==> src/rtl/player_ctrl.sv <==
// Player ship controller: press/auto-repeat movement plus a fire request/ack handshake with cooldown.
// Define MOVE_AUTOREPEAT_EN to build the held-button auto-repeat; otherwise only press pulses move the ship.
module player_ctrl #(
    parameter int X_WIDTH       = 10,
    parameter int X_MIN         = 16,
    parameter int X_MAX         = 600,
    parameter int X_RESET       = 300,
    parameter int STEP          = 4,
    parameter int HOLD_DELAY    = 20,
    parameter int REPEAT_PERIOD = 4,
    parameter int COOLDOWN      = 30,
    parameter int TIMER_WIDTH   = 8
) (
    input  logic               clk,
    input  logic               rst_n,
    input  logic               tick,
    input  logic               left_db,
    input  logic               left_press,
    input  logic               right_db,
    input  logic               right_press,
    input  logic               fire_press,
    input  logic               fire_ack,
    output logic [X_WIDTH-1:0] ship_x,
    output logic               fire_req,
    output logic [X_WIDTH-1:0] fire_x,
    output logic               fire_ready
);

    localparam logic [X_WIDTH-1:0] X_MIN_C   = X_WIDTH'(X_MIN);
    localparam logic [X_WIDTH-1:0] X_MAX_C   = X_WIDTH'(X_MAX);
    localparam logic [X_WIDTH-1:0] X_RESET_C = X_WIDTH'(X_RESET);
    localparam logic [X_WIDTH-1:0] STEP_C    = X_WIDTH'(STEP);
    localparam logic [X_WIDTH-1:0] R_LIMIT   = X_WIDTH'(X_MAX - STEP);
    localparam logic [X_WIDTH-1:0] L_LIMIT   = X_WIDTH'(X_MIN + STEP);
    localparam logic [TIMER_WIDTH-1:0] COOL_C = TIMER_WIDTH'(COOLDOWN);

    // Saturating steps: compare before the add/subtract so the result never wraps.
    function automatic logic [X_WIDTH-1:0] step_right(input logic [X_WIDTH-1:0] x);
        return (x > R_LIMIT) ? X_MAX_C : x + STEP_C;
    endfunction

    function automatic logic [X_WIDTH-1:0] step_left(input logic [X_WIDTH-1:0] x);
        return (x < L_LIMIT) ? X_MIN_C : x - STEP_C;
    endfunction

    logic [X_WIDTH-1:0] ship_x_reg;
    logic               left_only;
    logic               right_only;

    // Simultaneous left and right presses cancel out.
    assign left_only  = left_press & ~right_press;
    assign right_only = right_press & ~left_press;

`ifdef MOVE_AUTOREPEAT_EN
    localparam logic [TIMER_WIDTH-1:0] HOLD_C = TIMER_WIDTH'(HOLD_DELAY);
    localparam logic [TIMER_WIDTH-1:0] REP_C  = TIMER_WIDTH'(REPEAT_PERIOD);

    typedef enum logic [2:0] {
        IDLE,
        L_HOLD,
        L_REP,
        R_HOLD,
        R_REP
    } move_state_t;

    move_state_t            move_state_reg;
    logic [TIMER_WIDTH-1:0] move_timer_reg;
    logic [TIMER_WIDTH-1:0] move_timer_next;

    assign move_timer_next = move_timer_reg + 1'b1;

    always_ff @(posedge clk or negedge rst_n) begin
        if (!rst_n) begin
            ship_x_reg     <= X_RESET_C;
            move_state_reg <= IDLE;
            move_timer_reg <= '0;
        end else if (left_only) begin
            ship_x_reg     <= step_left(ship_x_reg);
            move_state_reg <= L_HOLD;
            move_timer_reg <= '0;
        end else if (right_only) begin
            ship_x_reg     <= step_right(ship_x_reg);
            move_state_reg <= R_HOLD;
            move_timer_reg <= '0;
        end else if (!(left_press && right_press)) begin
            case (move_state_reg)
                L_HOLD, L_REP: begin
                    // Releasing the own button or pressing both freezes movement.
                    if (!left_db || right_db) begin
                        move_state_reg <= IDLE;
                        move_timer_reg <= '0;
                    end else if (tick) begin
                        if (move_state_reg == L_HOLD) begin
                            if (move_timer_next == HOLD_C) begin
                                move_state_reg <= L_REP;
                                move_timer_reg <= '0;
                            end else begin
                                move_timer_reg <= move_timer_next;
                            end
                        end else if (move_timer_next == REP_C) begin
                            ship_x_reg     <= step_left(ship_x_reg);
                            move_timer_reg <= '0;
                        end else begin
                            move_timer_reg <= move_timer_next;
                        end
                    end
                end
                R_HOLD, R_REP: begin
                    if (!right_db || left_db) begin
                        move_state_reg <= IDLE;
                        move_timer_reg <= '0;
                    end else if (tick) begin
                        if (move_state_reg == R_HOLD) begin
                            if (move_timer_next == HOLD_C) begin
                                move_state_reg <= R_REP;
                                move_timer_reg <= '0;
                            end else begin
                                move_timer_reg <= move_timer_next;
                            end
                        end else if (move_timer_next == REP_C) begin
                            ship_x_reg     <= step_right(ship_x_reg);
                            move_timer_reg <= '0;
                        end else begin
                            move_timer_reg <= move_timer_next;
                        end
                    end
                end
                default: begin
                    move_state_reg <= IDLE;
                    move_timer_reg <= '0;
                end
            endcase
        end
    end
`else
    // Without auto-repeat the held levels and hold/repeat timing play no part.
    localparam int unused_timing = HOLD_DELAY + REPEAT_PERIOD;
    logic unused_db;
    assign unused_db = left_db ^ right_db;

    always_ff @(posedge clk or negedge rst_n) begin
        if (!rst_n) begin
            ship_x_reg <= X_RESET_C;
        end else if (left_only) begin
            ship_x_reg <= step_left(ship_x_reg);
        end else if (right_only) begin
            ship_x_reg <= step_right(ship_x_reg);
        end
    end
`endif

    typedef enum logic [1:0] {
        F_READY,
        F_REQ,
        F_COOL
    } fire_state_t;

    fire_state_t            fire_state_reg;
    logic [TIMER_WIDTH-1:0] fire_timer_reg;
    logic [TIMER_WIDTH-1:0] fire_timer_next;
    logic                   fire_req_reg;
    logic [X_WIDTH-1:0]     fire_x_reg;
    logic                   fire_ready_reg;

    assign fire_timer_next = fire_timer_reg + 1'b1;

    always_ff @(posedge clk or negedge rst_n) begin
        if (!rst_n) begin
            fire_state_reg <= F_READY;
            fire_timer_reg <= '0;
            fire_req_reg   <= 1'b0;
            fire_x_reg     <= '0;
            fire_ready_reg <= 1'b1;
        end else begin
            case (fire_state_reg)
                F_READY: begin
                    // ship_x_reg here is the position before any same-cycle step.
                    if (fire_press) begin
                        fire_x_reg     <= ship_x_reg;
                        fire_req_reg   <= 1'b1;
                        fire_ready_reg <= 1'b0;
                        fire_state_reg <= F_REQ;
                    end
                end
                F_REQ: begin
                    if (fire_ack) begin
                        fire_req_reg   <= 1'b0;
                        fire_timer_reg <= '0;
                        fire_state_reg <= F_COOL;
                    end
                end
                F_COOL: begin
                    if (tick) begin
                        if (fire_timer_next == COOL_C) begin
                            fire_timer_reg <= '0;
                            fire_ready_reg <= 1'b1;
                            fire_state_reg <= F_READY;
                        end else begin
                            fire_timer_reg <= fire_timer_next;
                        end
                    end
                end
                default: begin
                    fire_state_reg <= F_READY;
                    fire_req_reg   <= 1'b0;
                    fire_ready_reg <= 1'b1;
                    fire_timer_reg <= '0;
                end
            endcase
        end
    end

    assign ship_x     = ship_x_reg;
    assign fire_req   = fire_req_reg;
    assign fire_x     = fire_x_reg;
    assign fire_ready = fire_ready_reg;

endmodule

==> config.mk <==
export PLATFORM = sky130hd
export DESIGN_NAME = player_ctrl
export DESIGN_NICKNAME = d
export VERILOG_FILES = /design/src/rtl/player_ctrl.sv
export SDC_FILE = /design/constraint.sdc
export NUM_CORES = 1
export LEC_CHECK = 0
export CORE_AREA = 2 2 59 89
export DETAILED_ROUTE_END_ITERATION = 8
export DIE_AREA = 0 0 61 91
export GPL_ROUTABILITY_DRIVEN = 0
export PLACE_DENSITY = 0.62
export SETUP_SLACK_MARGIN = 0.2
export SLEW_MARGIN = 20
export SYNTH_ARGS = -nofsm -noshare
export SYNTH_HDL_FRONTEND = slang
export SYNTH_SLANG_ARGS = --single-unit
==> constraint.sdc <==
create_clock -name clk -period 1.93 [get_ports clk]
set_clock_uncertainty 0.15 [all_clocks]
set_input_delay 0.386 -clock clk [delete_from_list [all_inputs] [get_ports clk]]
set_output_delay 0.386 -clock clk [all_outputs]
set_load 0.005 [all_outputs]
==> impl_metrics.yaml <==
run_status:
  status: "complete, but fails checks"
  violations: "setup timing"
setup_path:
  cpMaxStageDelayCell: "dfstp_2"
  r2r_slack_ns: -0.05
  critPathCaptureType: "register"
  worst_ep_required_time_ns: 2.00
  cp_slowest_stage_delay_ns: 0.58
  r2r_start: "ship_x[2]"
  critPathTopFamily: "compound AO/OA/AOI/OAI gates"
  cp.depth: 7
  crit_chain: "inv_2 -> ha_4 -> nor4bb_4 -> o21ai_2 -> buf_6 -> a221o_1 -> a22o_1"
  r2r_cells: 7
  crit_start: "ship_x[2]"
  path_max_fanout: 6
  path_class: "reg -> reg"
  crit_end: "ship_x[5]"
  arrival_ns: 2.05
  worst_r2r_endpoint: "ship_x[5]"
  startpoint_type: "register"
  cp_num_buf_inv: 2
timing:
  finalMaxSlewViolations: 0
  hold_ws_ns: 0.330
  rsz0062_at_grt: "yes"
  max_freq_mhz: 504
  layout_min_cycle_time_ns: 1.98
  fin_crit_sh_pct: 103
  fin_ws_ns: -0.0549
  hold_violations: 0
  setup_violations: 2
pwr:
  peakVddDrop_uv: 476
  seq_power_share_pct: 30.7
  total_power_mw: 3.34
  p_sw_mw: 1.18
  sw_frac_of_total_pct: 35.3
  power_density_mw_per_mm2: 1300
  comb_power_share_pct: 55.3
  power_leakage_nw: 1.13
  p_int_mw: 2.16
  clkPwrFrac_pct: 14.1
finish:
  area_delta_synth_final_pct: 44.1
  fin_area_mm2: 0.00257
  ff_latch_area_um2: 711
  layout_commonest_cell: "buf_4"
  layout.nets: 260
  fillCellCount: 454
  multi_input_area_mm2: 0.00107
  num_antenna_cells: 0
  final_cell_mix: "buf_4 (30), dfrtp_1 (20), nand2_1 (11)"
  drive_gt1_share_pct: 35.7
global_routing:
  grt_usage_pct: 16.3
  antenna_found_initial: 0
  grt_max_degree: 29
  grt_pass1_vias: 1531
  grt-ovfl-total: 0
  grt_pass1_wl_um: 6990
cts:
  hold_buffers: 0
  ctsRootBufferMaster: "clkbuf_8"
  htree_levels: 1
  cts_made_buffers: 3
  cts_sinks: 28
  clk_pin_slew_ns: 0.10
  cts_tree: "done"
  cts.path.max_buffers: 2
  clk_latency_ns: 0.28
place:
  dp_hpwl_um: 3010
  dpl_cell_area_mm2: 0.00230
  portBuffers: 24
  pre_cts_ws_ns: -0.494
logic_synthesis:
  synth_top_area_share_pct: 32.2
  seq_area_frac_synth_pct: 39.6
  synth_seq_cells: 28
  synth_edf_count: 0
  synth_area_leaders: "dfrtp_1 (32%), dfstp_2 (7.4%), mux2_2 (5.0%)"
  ys_types: 57
  synth_top_area_cell: "dfrtp_1"
  synth-main-ff-cell: "dfrtp_1"
  synthArstFlopShare_pct: 100
  syn_avg_cell_area_um2: 9.50
  synth_cells: 188
  synth_area_mm2: 0.00179
  yosysWarningCount: 0
die:
  start_util_pct: 37.4
  fp.dieH_um: 91
  io_pins: 31
  core-area_mm2: 0.00477
  dieArea_mm2: 0.00555
  die_width_um: 61
  num_rows: 31
run:
  maxCapViolations: 0
drt:
  viasPerCell: 5.17
  drtIter0Drc: 51
  avgRoutedWirePerCell_um: 13.9
  first_pass_iters: 4
  drcViolationCount: 0
  dr_total_vias: 1603
  wl_um: 4310
  ant_nets: 0
worst_hold_path:
  hold_class: "in -> async"
[metrics by stage]
| stage | util, % | setup TNS [ns] | instances |
|---|---|---|---|
| 4_1_cts | 51.2 | -0.275 | 305 |
| 2_1_floorplan | - | 0 | 191 |
| 6_report | 53.9 | -0.0820 | 310 |
| 3_3_place_gp | 48.2 | -2.70 | 293 |
| 5_1_grt | 53.9 | -0.540 | 310 |
| 3_5_place_dp | 48.2 | -2.82 | 293 |
[worst register-to-register path, stage by stage (launching register included)]
cell	delay (ns)
dfstp_2	0.58
inv_2	0.05
ha_4	0.16
nor4bb_4	0.27
o21ai_2	0.10
buf_6	0.14
a221o_1	0.28
a22o_1	0.20
[kinds of logic (layout without fill, tap and decap cells)]
family / count (synthesis) / in the layout / share of synthesized area [%]
AND/OR/NAND/NOR: 66 / 66 / 21.3
AO/OA/AOI/OAI: 49 / 49 / 19.5
flip-flops: 28 / 28 / 39.6
buffers and inverters: 26 / 79 / 7.78
multiplexers: 8 / 8 / 5.05
adder cells (fa/ha/maj): 6 / 6 / 4.20
XOR/XNOR: 4 / 4 / 2.38
other: 1 / 4 / 0.210
[power groups by stage]
stage	combinational (mW)	clock, mW	sequential [mW]
2_1_floorplan	0.870	0	1.05
3_3_place_gp	1.53	0	1.08
3_5_place_dp	1.54	0	1.09
4_1_cts	1.67	0.491	1.02
5_1_grt	2.02	0.514	1.06
6_report	1.85	0.469	1.02
[area by class of cell]
| type | instances | area share, % |
|---|---|---|
| well taps | 66 | 3.21 |
| clock buffers | 3 | 1.60 |
| flip-flops and latches | 28 | 27.6 |
| clock inverters | 1 | 1.17 |
| inverters | 12 | 2.33 |
| repair buffers | 63 | 22.6 |
| multi-input cells | 137 | 41.5 |
[worst min path at each step]
| stage | startpoint | end | slack [ns] | cells past startpoint |
|---|---|---|---|---|
| floorplan | rst_n | fire_req | -0.06 | 0 |
| global placement | fire_timer_reg[7] | fire_timer_reg[7] | 0.33 | 1 |
| detailed placement | fire_timer_reg[7] | fire_timer_reg[7] | 0.34 | 1 |
| CTS | rst_n | fire_x[6] | 0.34 | 2 |
| global route | rst_n | ship_x[9] | 0.36 | 2 |
| finish | rst_n | fire_x[6] | 0.33 | 2 |
[cells in the mapped netlist (all sizes together), types with 3 or more instances]
cell type  count
o21ai         10
clkbuf         3
nand4          4
o22ai          3
inv           12
or3            3
nand2b         3
buf           11
nor2          13
dfrtp         23
nand3b         3
dfstp          5
a21oi          4
nand2         11
xor2           3
nor3           4
nand3          7
a31oi          7
mux2           8
nor4           4
o211ai         3
nor3b          3
ha             6
[timing repair]
item                       in CTS  in global routing
resized for setup              18                 27
setup endpoints to repair      16                 20
setup buffers                   8                  5
pin swaps                       7                 13
[routing by layer]
layer	share of wire (%)	global-route usage [%]	vias up
li1	-	-	795
met1	42	19.1	769
met2	54	28.6	32
met3	2.0	1.99	7
met4	1.6	6.34	0
met5	0	0	-
No activity file was read; power rests on OpenSTA's default activity.
